<file path="src/rtl/instr_prefetch_buffer.sv">
// Instruction prefetch buffer: single-outstanding req/gnt/rvalid fetcher feeding
// a small FIFO of {word, address} entries drained by decode over valid/ready.
//
// state       | meaning
// ------------+--------------------------------------------------------------
// IDLE        | no transaction outstanding; start when enabled and not full
// WAIT_GNT    | request on the bus, held stable until the memory grants it
// WAIT_RVALID | granted, waiting for data that will be pushed into the FIFO
// WAIT_ABORT  | granted after a redirect, waiting for data that is dropped
module instr_prefetch_buffer #(
  parameter int                    ADDR_WIDTH = 32,
  parameter int                    DATA_WIDTH = 32,
  parameter int                    DEPTH      = 4,
  parameter logic [ADDR_WIDTH-1:0] BOOT_ADDR  = '0
) (
  input  logic                  clk,
  input  logic                  rst_n,
  input  logic                  req_i,
  input  logic                  branch_i,
  input  logic [ADDR_WIDTH-1:0] branch_addr_i,
  input  logic                  ready_i,
  output logic                  valid_o,
  output logic [DATA_WIDTH-1:0] rdata_o,
  output logic [ADDR_WIDTH-1:0] addr_o,
  output logic                  busy_o,
  output logic                  instr_req_o,
  output logic [ADDR_WIDTH-1:0] instr_addr_o,
  input  logic                  instr_gnt_i,
  input  logic                  instr_rvalid_i,
  input  logic [DATA_WIDTH-1:0] instr_rdata_i
);

  localparam int                    BYTES      = DATA_WIDTH / 8;
  localparam logic [ADDR_WIDTH-1:0] ADDR_INC   = ADDR_WIDTH'(BYTES);
  localparam logic [ADDR_WIDTH-1:0] ALIGN_MASK = ~ADDR_WIDTH'(BYTES - 1);
  localparam int                    PTR_W      = $clog2(DEPTH);
  localparam int                    CNT_W      = PTR_W + 1;

  typedef enum logic [1:0] {
    IDLE        = 2'd0,
    WAIT_GNT    = 2'd1,
    WAIT_RVALID = 2'd2,
    WAIT_ABORT  = 2'd3
  } state_t;

  state_t                state_q, state_d;
  logic [ADDR_WIDTH-1:0] fetch_addr_q;
  logic                  abort_q;

  logic [DATA_WIDTH-1:0] fifo_data_q [DEPTH];
  logic [ADDR_WIDTH-1:0] fifo_addr_q [DEPTH];
  logic [PTR_W-1:0]      wr_ptr_q, rd_ptr_q;
  logic [CNT_W-1:0]      count_q, count_d;

  logic                  full, start, push, pop;
  logic                  req_d, busy_d;
  logic [ADDR_WIDTH-1:0] iaddr_d;

  assign full  = (count_q == CNT_W'(DEPTH));
  assign start = (state_q == IDLE) & req_i & ~branch_i & ~full;
  // A redirect flushes the FIFO, so it overrides both a push and a pop.
  assign push  = (state_q == WAIT_RVALID) & instr_rvalid_i & ~branch_i;
  assign pop   = valid_o & ready_i & ~branch_i;

  assign valid_o = (count_q != '0);
  assign rdata_o = fifo_data_q[rd_ptr_q];
  assign addr_o  = fifo_addr_q[rd_ptr_q];

  always_ff @(posedge clk or negedge rst_n) begin
    if (!rst_n) begin
      state_q <= IDLE;
    end else begin
      state_q <= state_d;
    end
  end

  always_comb begin
    state_d = state_q;
    case (state_q)
      IDLE: begin
        if (start) state_d = WAIT_GNT;
      end
      WAIT_GNT: begin
        if (instr_gnt_i) state_d = (abort_q | branch_i) ? WAIT_ABORT : WAIT_RVALID;
      end
      WAIT_RVALID: begin
        if (branch_i)            state_d = instr_rvalid_i ? IDLE : WAIT_ABORT;
        else if (instr_rvalid_i) state_d = IDLE;
      end
      WAIT_ABORT: begin
        if (instr_rvalid_i) state_d = IDLE;
      end
      default: state_d = IDLE;
    endcase
  end

  always_comb begin
    count_d = count_q;
    if (branch_i)          count_d = '0;
    else if (push & ~pop)  count_d = count_q + CNT_W'(1);
    else if (pop & ~push)  count_d = count_q - CNT_W'(1);

    req_d   = (state_d == WAIT_GNT);
    // The memory may sample the address after gnt, so it only moves on a new start.
    iaddr_d = start ? fetch_addr_q : instr_addr_o;
    busy_d  = (state_d != IDLE) | (count_d != '0);
  end

  always_ff @(posedge clk or negedge rst_n) begin
    if (!rst_n) begin
      instr_req_o  <= 1'b0;
      instr_addr_o <= '0;
      busy_o       <= 1'b0;
    end else begin
      instr_req_o  <= req_d;
      instr_addr_o <= iaddr_d;
      busy_o       <= busy_d;
    end
  end

  always_ff @(posedge clk or negedge rst_n) begin
    if (!rst_n) begin
      fetch_addr_q <= BOOT_ADDR & ALIGN_MASK;
      abort_q      <= 1'b0;
    end else begin
      abort_q <= (state_q == WAIT_GNT) & ~instr_gnt_i & (abort_q | branch_i);
      if (branch_i)  fetch_addr_q <= branch_addr_i & ALIGN_MASK;
      else if (push) fetch_addr_q <= fetch_addr_q + ADDR_INC;
    end
  end

  always_ff @(posedge clk or negedge rst_n) begin
    if (!rst_n) begin
      for (int i = 0; i < DEPTH; i++) begin
        fifo_data_q[i] <= '0;
        fifo_addr_q[i] <= '0;
      end
      wr_ptr_q <= '0;
      rd_ptr_q <= '0;
      count_q  <= '0;
    end else begin
      count_q <= count_d;
      if (branch_i) begin
        rd_ptr_q <= wr_ptr_q;
      end else begin
        if (push) begin
          fifo_data_q[wr_ptr_q] <= instr_rdata_i;
          fifo_addr_q[wr_ptr_q] <= fetch_addr_q;
          wr_ptr_q              <= wr_ptr_q + PTR_W'(1);
        end
        if (pop) rd_ptr_q <= rd_ptr_q + PTR_W'(1);
      end
    end
  end

endmodule

</file>
<file path="config.mk">
export PLATFORM = sky130hd
export DESIGN_NAME = instr_prefetch_buffer
export DESIGN_NICKNAME = d
export VERILOG_FILES = /design/src/rtl/instr_prefetch_buffer.sv
export SDC_FILE = /design/constraint.sdc
export NUM_CORES = 1
export LEC_CHECK = 0
export ABC_AREA = 1
export CORE_MARGIN = 8
export CORE_UTILIZATION = 35
export CTS_CLUSTER_DIAMETER = 150
export DETAILED_ROUTE_END_ITERATION = 16
export GPL_ROUTABILITY_DRIVEN = 1
export SLEW_MARGIN = 20
export SYNTH_ARGS = -nofsm -noshare
export SYNTH_HDL_FRONTEND = slang
export SYNTH_SLANG_ARGS = --single-unit
</file>
<file path="constraint.sdc">
create_clock -name clk -period 2.3 [get_ports clk]
set_clock_uncertainty 0.15 [all_clocks]
set_input_delay 0.46 -clock clk [delete_from_list [all_inputs] [get_ports clk]]
set_output_delay 0.46 -clock clk [all_outputs]
set_load 0.05 [all_outputs]
</file>
Word-level counts from Yosys, hierarchy flattened. Index checks and enable logic that the tools add are counted.

Bits of input ports: 71. Output and inout port bits: 99. Flip-flop bits (word level): 332.

Magnitude comparators: 3. Reduce and logical (&&, ||, !) cells: 8. Add/subtract/negate cells: 5. Multiplexer cells: 24. Equal/unequal tests: 5. Bitwise operators: 20.

Operators with widths (count): bitwise mux 128 bit (2); two-way mux 32 bit (7); binary-select mux 32 bit (select 2 bit) (2); demux 32 bit (select 2 bit) (1); adder 32 x 3 -> 32 bit (second input constant) (1); two-way mux 2 bit (7); bitwise AND 1 bit (11); two-way mux 3 bit (3); one-hot mux 2 bit (4 select lines) (1); >= comparator 3 bit (second input constant) (2); NOT 2 -> 3 bit (2); nonzero test 2 bit (3); nonzero test 3 bit (2); NOT 1 bit (5); adder 2 x 1 -> 2 bit (second input constant) (2); == test 2 x 1 -> 1 bit (second input constant) (2); == test 2 bit (second input constant) (2); adder 3 x 1 -> 3 bit (second input constant) (1); == test 3 bit (second input constant) (1); less-than comparator 3 x 1 -> 1 bit (second input constant) (1); subtractor 3 x 1 -> 3 bit (second input constant) (1); zero test 2 bit (1); bitwise OR 1 bit (2); AND reduction 2 bit (1); 2 further kinds (2).

Logic depth before layout (Yosys ltp). Gate-level depths: netlist (run 1).

Depth after elaboration: 10. Mapped depth: 10. Mapped depth without buffers: 10.

Worst setup path before layout (run 1). No wires, ideal clock.

Path type: register to output. Start point: reg rd_ptr_q[0]. End point: out addr_o[10]. Cell stages (with the launch flop): 7. Setup slack: -0.133 ns. Arrival time: 1.823 ns. Cells stage by stage: dfrtp_1 > buf_2 > inv_1 > buf_2 > buf_2 > nor2_1 > o22ai_1.

Word-level cells in the longest chain between the ends: 4.

RTL lines: from (decl) (RTL line 52) `logic [PTR_W-1:0] wr_ptr_q, rd_ptr_q;`; from (signal assigned) (RTL line 144) `rd_ptr_q <= wr_ptr_q;`; from (signal assigned) (RTL line 151) `if (pop) rd_ptr_q <= rd_ptr_q + PTR_W'(1);`; NOT 2 -> 3 bit (implied by the code) (RTL line 67) `assign addr_o = fifo_addr_q[rd_ptr_q];`; binary-select mux 32 bit (select 2 bit) (RTL line 67); two-way mux 32 bit (implied by the code) (2 in a row) (RTL line 67); to (decl) (RTL line 24) `output logic [ADDR_WIDTH-1:0] addr_o,`.

No other way between the ends. The select of a mux whose other input is x is not followed.

Worst setup path in the final report (run 1).
Start point: reg rd_ptr_q[0]. End point: out rdata_o[31].

Word-level cells in the longest chain between the ends: 4.

RTL lines: NOT 2 -> 3 bit (implied by the code) (RTL line 66) `assign rdata_o = fifo_data_q[rd_ptr_q];`; binary-select mux 32 bit (select 2 bit) (RTL line 66); two-way mux 32 bit (implied by the code) (2 in a row) (RTL line 66); to (decl) (RTL line 23) `output logic [DATA_WIDTH-1:0] rdata_o,`.

No other way between the ends. The select of a mux whose other input is x is not followed.

==> results.yml, run 1 <==
layout:
  final_util_pct: 47.6
  final_nets: 1968
  area_delta_synth_final_pct: 35.3
  drive_gt1_share_pct: 17.4
  final_common_cell: "nand2_1"
  layout_common_cells: "nand2_1 (417), dfrtp_1 (318), o21ai_0 (270)"
  num_antenna_cells: 0
floorplanning:
  initial_core_util_pct: 35.2
  die_w_um: 221
  design.core.area_um2: 41700
  boundaryPins: 170
  die_h_um: 221
  num_rows: 75
  dieArea_um2: 48700
grt:
  grt_usage_pct: 17.8
  grt_overflow_total: 0
  antenna_found_initial: 0
  grt_pass1_vias: 12300
  grt_max_degree: 79
  grt_pass1_wl_um: 68800
place:
  io_buffers: 163
  place_ws_ps: 14.0
  place_congestion: 0.877
  dp_hpwl_um: 27300
clocking:
  clockBufferDepth: 3
  h-tree-depth: 2
  path_clk_slew_ps: 60
  cts_sinks: 320
  cts_made_buffers: 38
  cts_root_buf: "clkbuf_16"
  clk-insertion-delay-late_ps: 540
  cts_tree: "yes"
critical_path:
  worst-setup-path-type: "flip-flop to output pin"
  cp_max_fo: 7
  reg2reg_depth: 8
  worstSetupStartpointType: "flip-flop"
  arrival_ps: 1960
  cp-end-kind: "output pin"
  worstPathRequired_ps: 1690
  r2r_start: "fetch_addr_q[3]$_DFFE_PN0N_"
  r2r_end: "fetch_addr_q[16]$_DFFE_PN0N_"
  r2r_slack_ps: 380
detailed_routing:
  drtPass1Iterations: 8
  wl_um: 44300
  ant_nets: 0
  num_vias: 12500
  drt_iter0_drc: 1075
  via_per_inst: 5.08
  drcViolationCount: 0
  wl_per_cell_um: 18.0
synth:
  ys_warn_count: 0
  ys.flop_type: "dfrtp_1"
  synth_seq_cells: 320
  yosysSeqAreaShare_pct: 54.7
  synth_edf_count: 0
  synth.distinct_cells: 30
  synth.top_cell.area_share_pct: 54.7
  synth-async-reset-ratio_pct: 100
  synth.area.top_cells: "dfrtp_1 (55%), o21ai_0 (12%), nand2_1 (11%)"
  syn_area_per_cell_um2: 8.48
  syn_inst: 1728
  synth.largest_area_cell: "dfrtp_1"
  synth.cell_area_um2: 14700
timing:
  worst_pin_slew_ps: 550
  setup_ws_ps: -266
  maxSlewViolCount: 0
  slew_headroom_pct: 63.5
  hold_violations: 0
  finalSetupViolCount: 62
  finalCriticalPeriod_ps: 2570
  fin_crit_sh_pct: 112
  max_freq_ghz: 0.390
  rsz0062_at_grt: "true"
hold_path:
  hold_path_class: "input pin to asynchronous set/reset pin"
power:
  powerDensity_nw_per_um2: 1660
  power_leakage_nw: 9.11
  p_total_mw: 32.8
  vdd_ir_drop_max_v: 0.000914
flow_run:
  drv_cap: 0
status:
  status: "finished with violations"
  violations: "negative setup slack"
==> cells in the mapped netlist, types with 8 or more instances <==
library cell / n
a21oi_1: 8
nor2_1: 183
ha_1: 8
buf_6: 29
o22ai_1: 65
inv_1: 96
nand2_1: 418
clkbuf_1: 64
buf_2: 13
o21ai_1: 74
nand3_1: 25
o21ai_0: 352
dfrtp_1: 320
xor2_1: 16
==> per-layer routing <==
metal  global-route usage, %  routed length, µm
met3                    3.62               2280
met2                    28.7              20600
met5                       0                  0
met4                    5.02               1030
met1                    24.1              20300
==> critical path, cell delays in order, from the launching register on <==
cell       delay, ps
dfrtp_4          550
clkinv_8         110
buf_12           140
clkbuf_16        160
o21ai_1           70
o22ai_2          200
buf_12           180
==> where the power goes <==
group,leakage [nW],internal (mW),switching (mW)
clock,0.624,3.60,2.41
combinational,4.30,7.38,10.4
sequential,4.19,7.73,1.30
total,9.11,18.7,14.1
==> how the worst max path moves through the flow <==
stage / startpoint / end / slack, ps / depth (start not counted)
final: rd_ptr_q[0]$_DFFE_PN0P_ / rdata_o[31] / -270 / 6
after CTS: rd_ptr_q[0]$_DFFE_PN0P_ / addr_o[12] / -340 / 5
after detailed placement: branch_i / instr_addr_o[22]$_DFFE_PN0P_ / 10 / 7
after global placement: branch_i / instr_addr_o[23]$_DFFE_PN0P_ / 40 / 7
after global routing: rd_ptr_q[0]$_DFFE_PN0P_ / rdata_o[18] / -350 / 6
after floorplan: rd_ptr_q[0]$_DFFE_PN0P_ / addr_o[10] / 140 / 6
==> logic make-up (layout without fill, tap and decap cells) <==
family,Yosys count,after routing,synth area share (%)
AND/OR/NAND/NOR,661,661,18.3
AO/OA/AOI/OAI,509,509,18.1
XOR/XNOR,18,18,1.08
buffers and inverters,211,399,7.16
flip-flops,320,320,54.7
other,1,4,0.0256
adder cells (fa/ha/maj),8,8,0.683
==> cell type report <==
| cell class | count | area (µm²) |
|---|---|---|
| repair buffers | 230 | 3280 |
| multi-input cells | 1200 | 6210 |
| fillers | 3971 | 21800 |
| inverters | 99 | 384 |
| clock inverters | 12 | 113 |
| flip-flops and latches | 320 | 8010 |
| clock buffers | 58 | 1160 |
| well taps | 539 | 674 |
==> timing repair <==
item                                    CTS  global route
hold buffers                              1             0
gates cloned                              6             7
pin swaps                                24            27
setup buffers                             9             0
endpoints found under the setup margin   94            63
endpoints found under the hold margin    48             0
gates resized for setup                  86            98
==> stage by stage <==
| step | TNS [ps] | cell area, µm² | std cells | hold slack, ps |
|---|---|---|---|---|
| CTS | -17480 | 19500 | 2452 | 287 |
| detailed placement | 0 | 17900 | 2366 | 296 |
| finish | -13850 | 19800 | 2458 | 276 |
| floorplan | 0 | 15100 | 1731 | 14.4 |
| global route | -18520 | 19800 | 2458 | 310 |
| global placement | 0 | 17900 | 2366 | 294 |
==> flip-flops by register name, summed over array words and instances (netlist names) <==
| signal | cells |
|---|---|
| abort_q | 1 |
| instr_addr_o | 30 |
| fetch_addr_q | 30 |
| instr_req_o | 1 |
| state_q | 2 |
| busy_o | 1 |
| fifo_addr_q | 120 |
| wr_ptr_q | 2 |
| fifo_data_q | 128 |
| rd_ptr_q | 2 |
| count_q | 3 |
No activity file was read; power rests on OpenSTA's default activity.
==> inputs of run 2 (changes only) <==
CTS_BUF_LIST = sky130_fd_sc_hd__clkbuf_16   (was unset)
RECOVER_POWER = 25   (was unset)
==> run 2 against run 1 <==
The run ends with max-capacitance violations, max-slew violations, negative setup slack left. Critical path depth unchanged. Routed wire length down 0.11%. Die area stayed put. Count of clock-buffer cells in the layout shrank 20. Cell area down 0.33%. Sequential share of layout area up 0.14 points. Non-clock buffer count unchanged. Via count increased by 0.15%. Setup slack got worse by 11 ps.
==> results.yml, run 2 (synthesized netlist as in run 1, its figures left out) <==
status:
  status: "finished with violations"
  violations: "max-capacitance violations, max-slew violations, negative setup slack"
grt:
  grt_pass1_wl_um: 68900
  grt_max_degree: 79
  grt_usage_pct: 17.8
  antenna_found_initial: 0
  grt_overflow_total: 0
  grt_pass1_vias: 12300
place:
  io_buffers: 163
  place_congestion: 0.877
  dp_hpwl_um: 27300
  detailed_place.area_um2: 17900
  dp_cells: 2366
layout:
  num_antenna_cells: 0
  layout_common_cells: "nand2_1 (417), dfrtp_1 (318), o21ai_0 (271)"
  largest_register_ffs: 128
  drive_gt1_share_pct: 17.2
  final_nets: 1968
  final_common_cell: "nand2_1"
  fin_cells: 2458
  multi_input_area_um2: 6280
  design_area_um2: 19800
  top_register: "fifo_data_q"
  seqCellArea_um2: 8010
  final_util_pct: 47.4
  largestRegisters: "fifo_data_q: 128 flops, fifo_addr_q: 120 flops"
  area_delta_synth_final_pct: 34.9
  n_fill_cell: 3982
critical_path:
  cp_max_fo: 7
  cp-end-kind: "output pin"
  worstPathRequired_ps: 1690
  worstSetupStartpointType: "flip-flop"
  arrival_ps: 1970
  worst-setup-path-type: "flip-flop to output pin"
timing:
  rsz0062_at_grt: "true"
  slew_headroom_pct: -12.4
  worst_pin_slew_ps: 1690
  hold_violations: 0
  setup_ws_ps: -277
  max_freq_ghz: 0.388
  maxSlewViolCount: 57
  fin_crit_sh_pct: 112
  finalCriticalPeriod_ps: 2580
  fin_tns_setup_ps: -13870
  finalSetupViolCount: 62
floorplanning:
  die_w_um: 221
  initial_core_util_pct: 35.2
  dieArea_um2: 48700
  design.core.area_um2: 41700
  boundaryPins: 170
  die_h_um: 221
  num_rows: 75
clocking:
  clk-insertion-delay-late_ps: 540
  cts_root_buf: "clkbuf_16"
  path_clk_slew_ps: 50
  cts_sinks: 320
  cts_made_buffers: 38
  cts_tree: "yes"
  clockBufferDepth: 3
  h-tree-depth: 2
detailed_routing:
  drcViolationCount: 0
  drtPass1Iterations: 5
  wl_per_cell_um: 18.0
  num_vias: 12500
  wl_um: 44200
  drt_iter0_drc: 1125
  via_per_inst: 5.09
  ant_nets: 0
power:
  p_total_mw: 32.5
  powerDensity_nw_per_um2: 1640
  vdd_ir_drop_max_v: 0.000914
  power_leakage_nw: 9.07
hold_path:
  hold_path_class: "flip-flop to flip-flop"
flow_run:
  drv_cap: 1
run 2: cell count changes in the layout (fill, tap and decap cells not counted), sizes merged:
cell,delta
inv,+6
buf,-1
clkinv,+14
clkbuf,-19
run 2: worst paths after layout:
path	slack, ps	startpoint	to	cells after the start
setup reg to reg	390	fetch_addr_q[3]$_DFFE_PN0N_	fetch_addr_q[16]$_DFFE_PN0N_	8
hold / removal	330	fifo_data_q[44]$_DFFE_PN0P_	fifo_data_q[44]$_DFFE_PN0P_	2
min in group asynchronous	740	rst_n	fetch_addr_q[6]$_DFFE_PN0N_	2
max in group asynchronous	120	rst_n	fifo_addr_q[31]$_DFFE_PN0P_	3
setup / recovery	-280	rd_ptr_q[0]$_DFFE_PN0P_	rdata_o[31]	6
hold reg to reg	330	fifo_data_q[44]$_DFFE_PN0P_	fifo_data_q[44]$_DFFE_PN0P_	2
run 2: final cells by class:
| type | instances | area share [%] |
|---|---|---|
| Tap cell | 539 | 3.41 |
| Clock inverter | 32 | 0.950 |
| Inverter | 99 | 1.97 |
| Multi-Input combinational cell | 1200 | 31.8 |
| Timing Repair Buffer | 230 | 16.6 |
| Sequential cell | 320 | 40.5 |
| Clock buffer | 38 | 4.81 |
run 2: critical path: stages (launching register included):
cell and delay (ps):
dfrtp_4 560, clkinv_8 110, buf_12 140, clkbuf_16 160, o21ai_1 70, o22ai_2 210, buf_12 180
run 2: metrics by stage:
| stage | setup slack [ps] | hold WS, ps |
|---|---|---|
| after detailed placement | 14.0 | 296 |
| after floorplan | 143 | 14.4 |
| after global routing | -335 | 346 |
| final | -277 | 329 |
| after global placement | 39.9 | 294 |
| after CTS | -340 | 288 |
run 2: timing repair:
action                                  CTS  global route
gates cloned                              6             7
buffers inserted                          9             0
hold endpoints to repair                 48             0
hold buffers                              1             0
pin swaps                                24            28
endpoints found under the setup margin   94            63
gates resized for setup                  86           116
run 2: metal layers:
metal	track usage [%]	up-vias	wire length, µm
met3	3.61	76	2430
met4	5.05	0	1050
met5	0	-	0
met2	28.7	367	20700
met1	24.1	6061	20100
li1	-	6013	-
run 2: report_power, final:
part | internal, mW | leakage [nW] | switching [mW]
Combinational | 7.45 | 4.31 | 10.4
Clock | 3.13 | 0.580 | 2.39
Sequential | 7.73 | 4.19 | 1.33
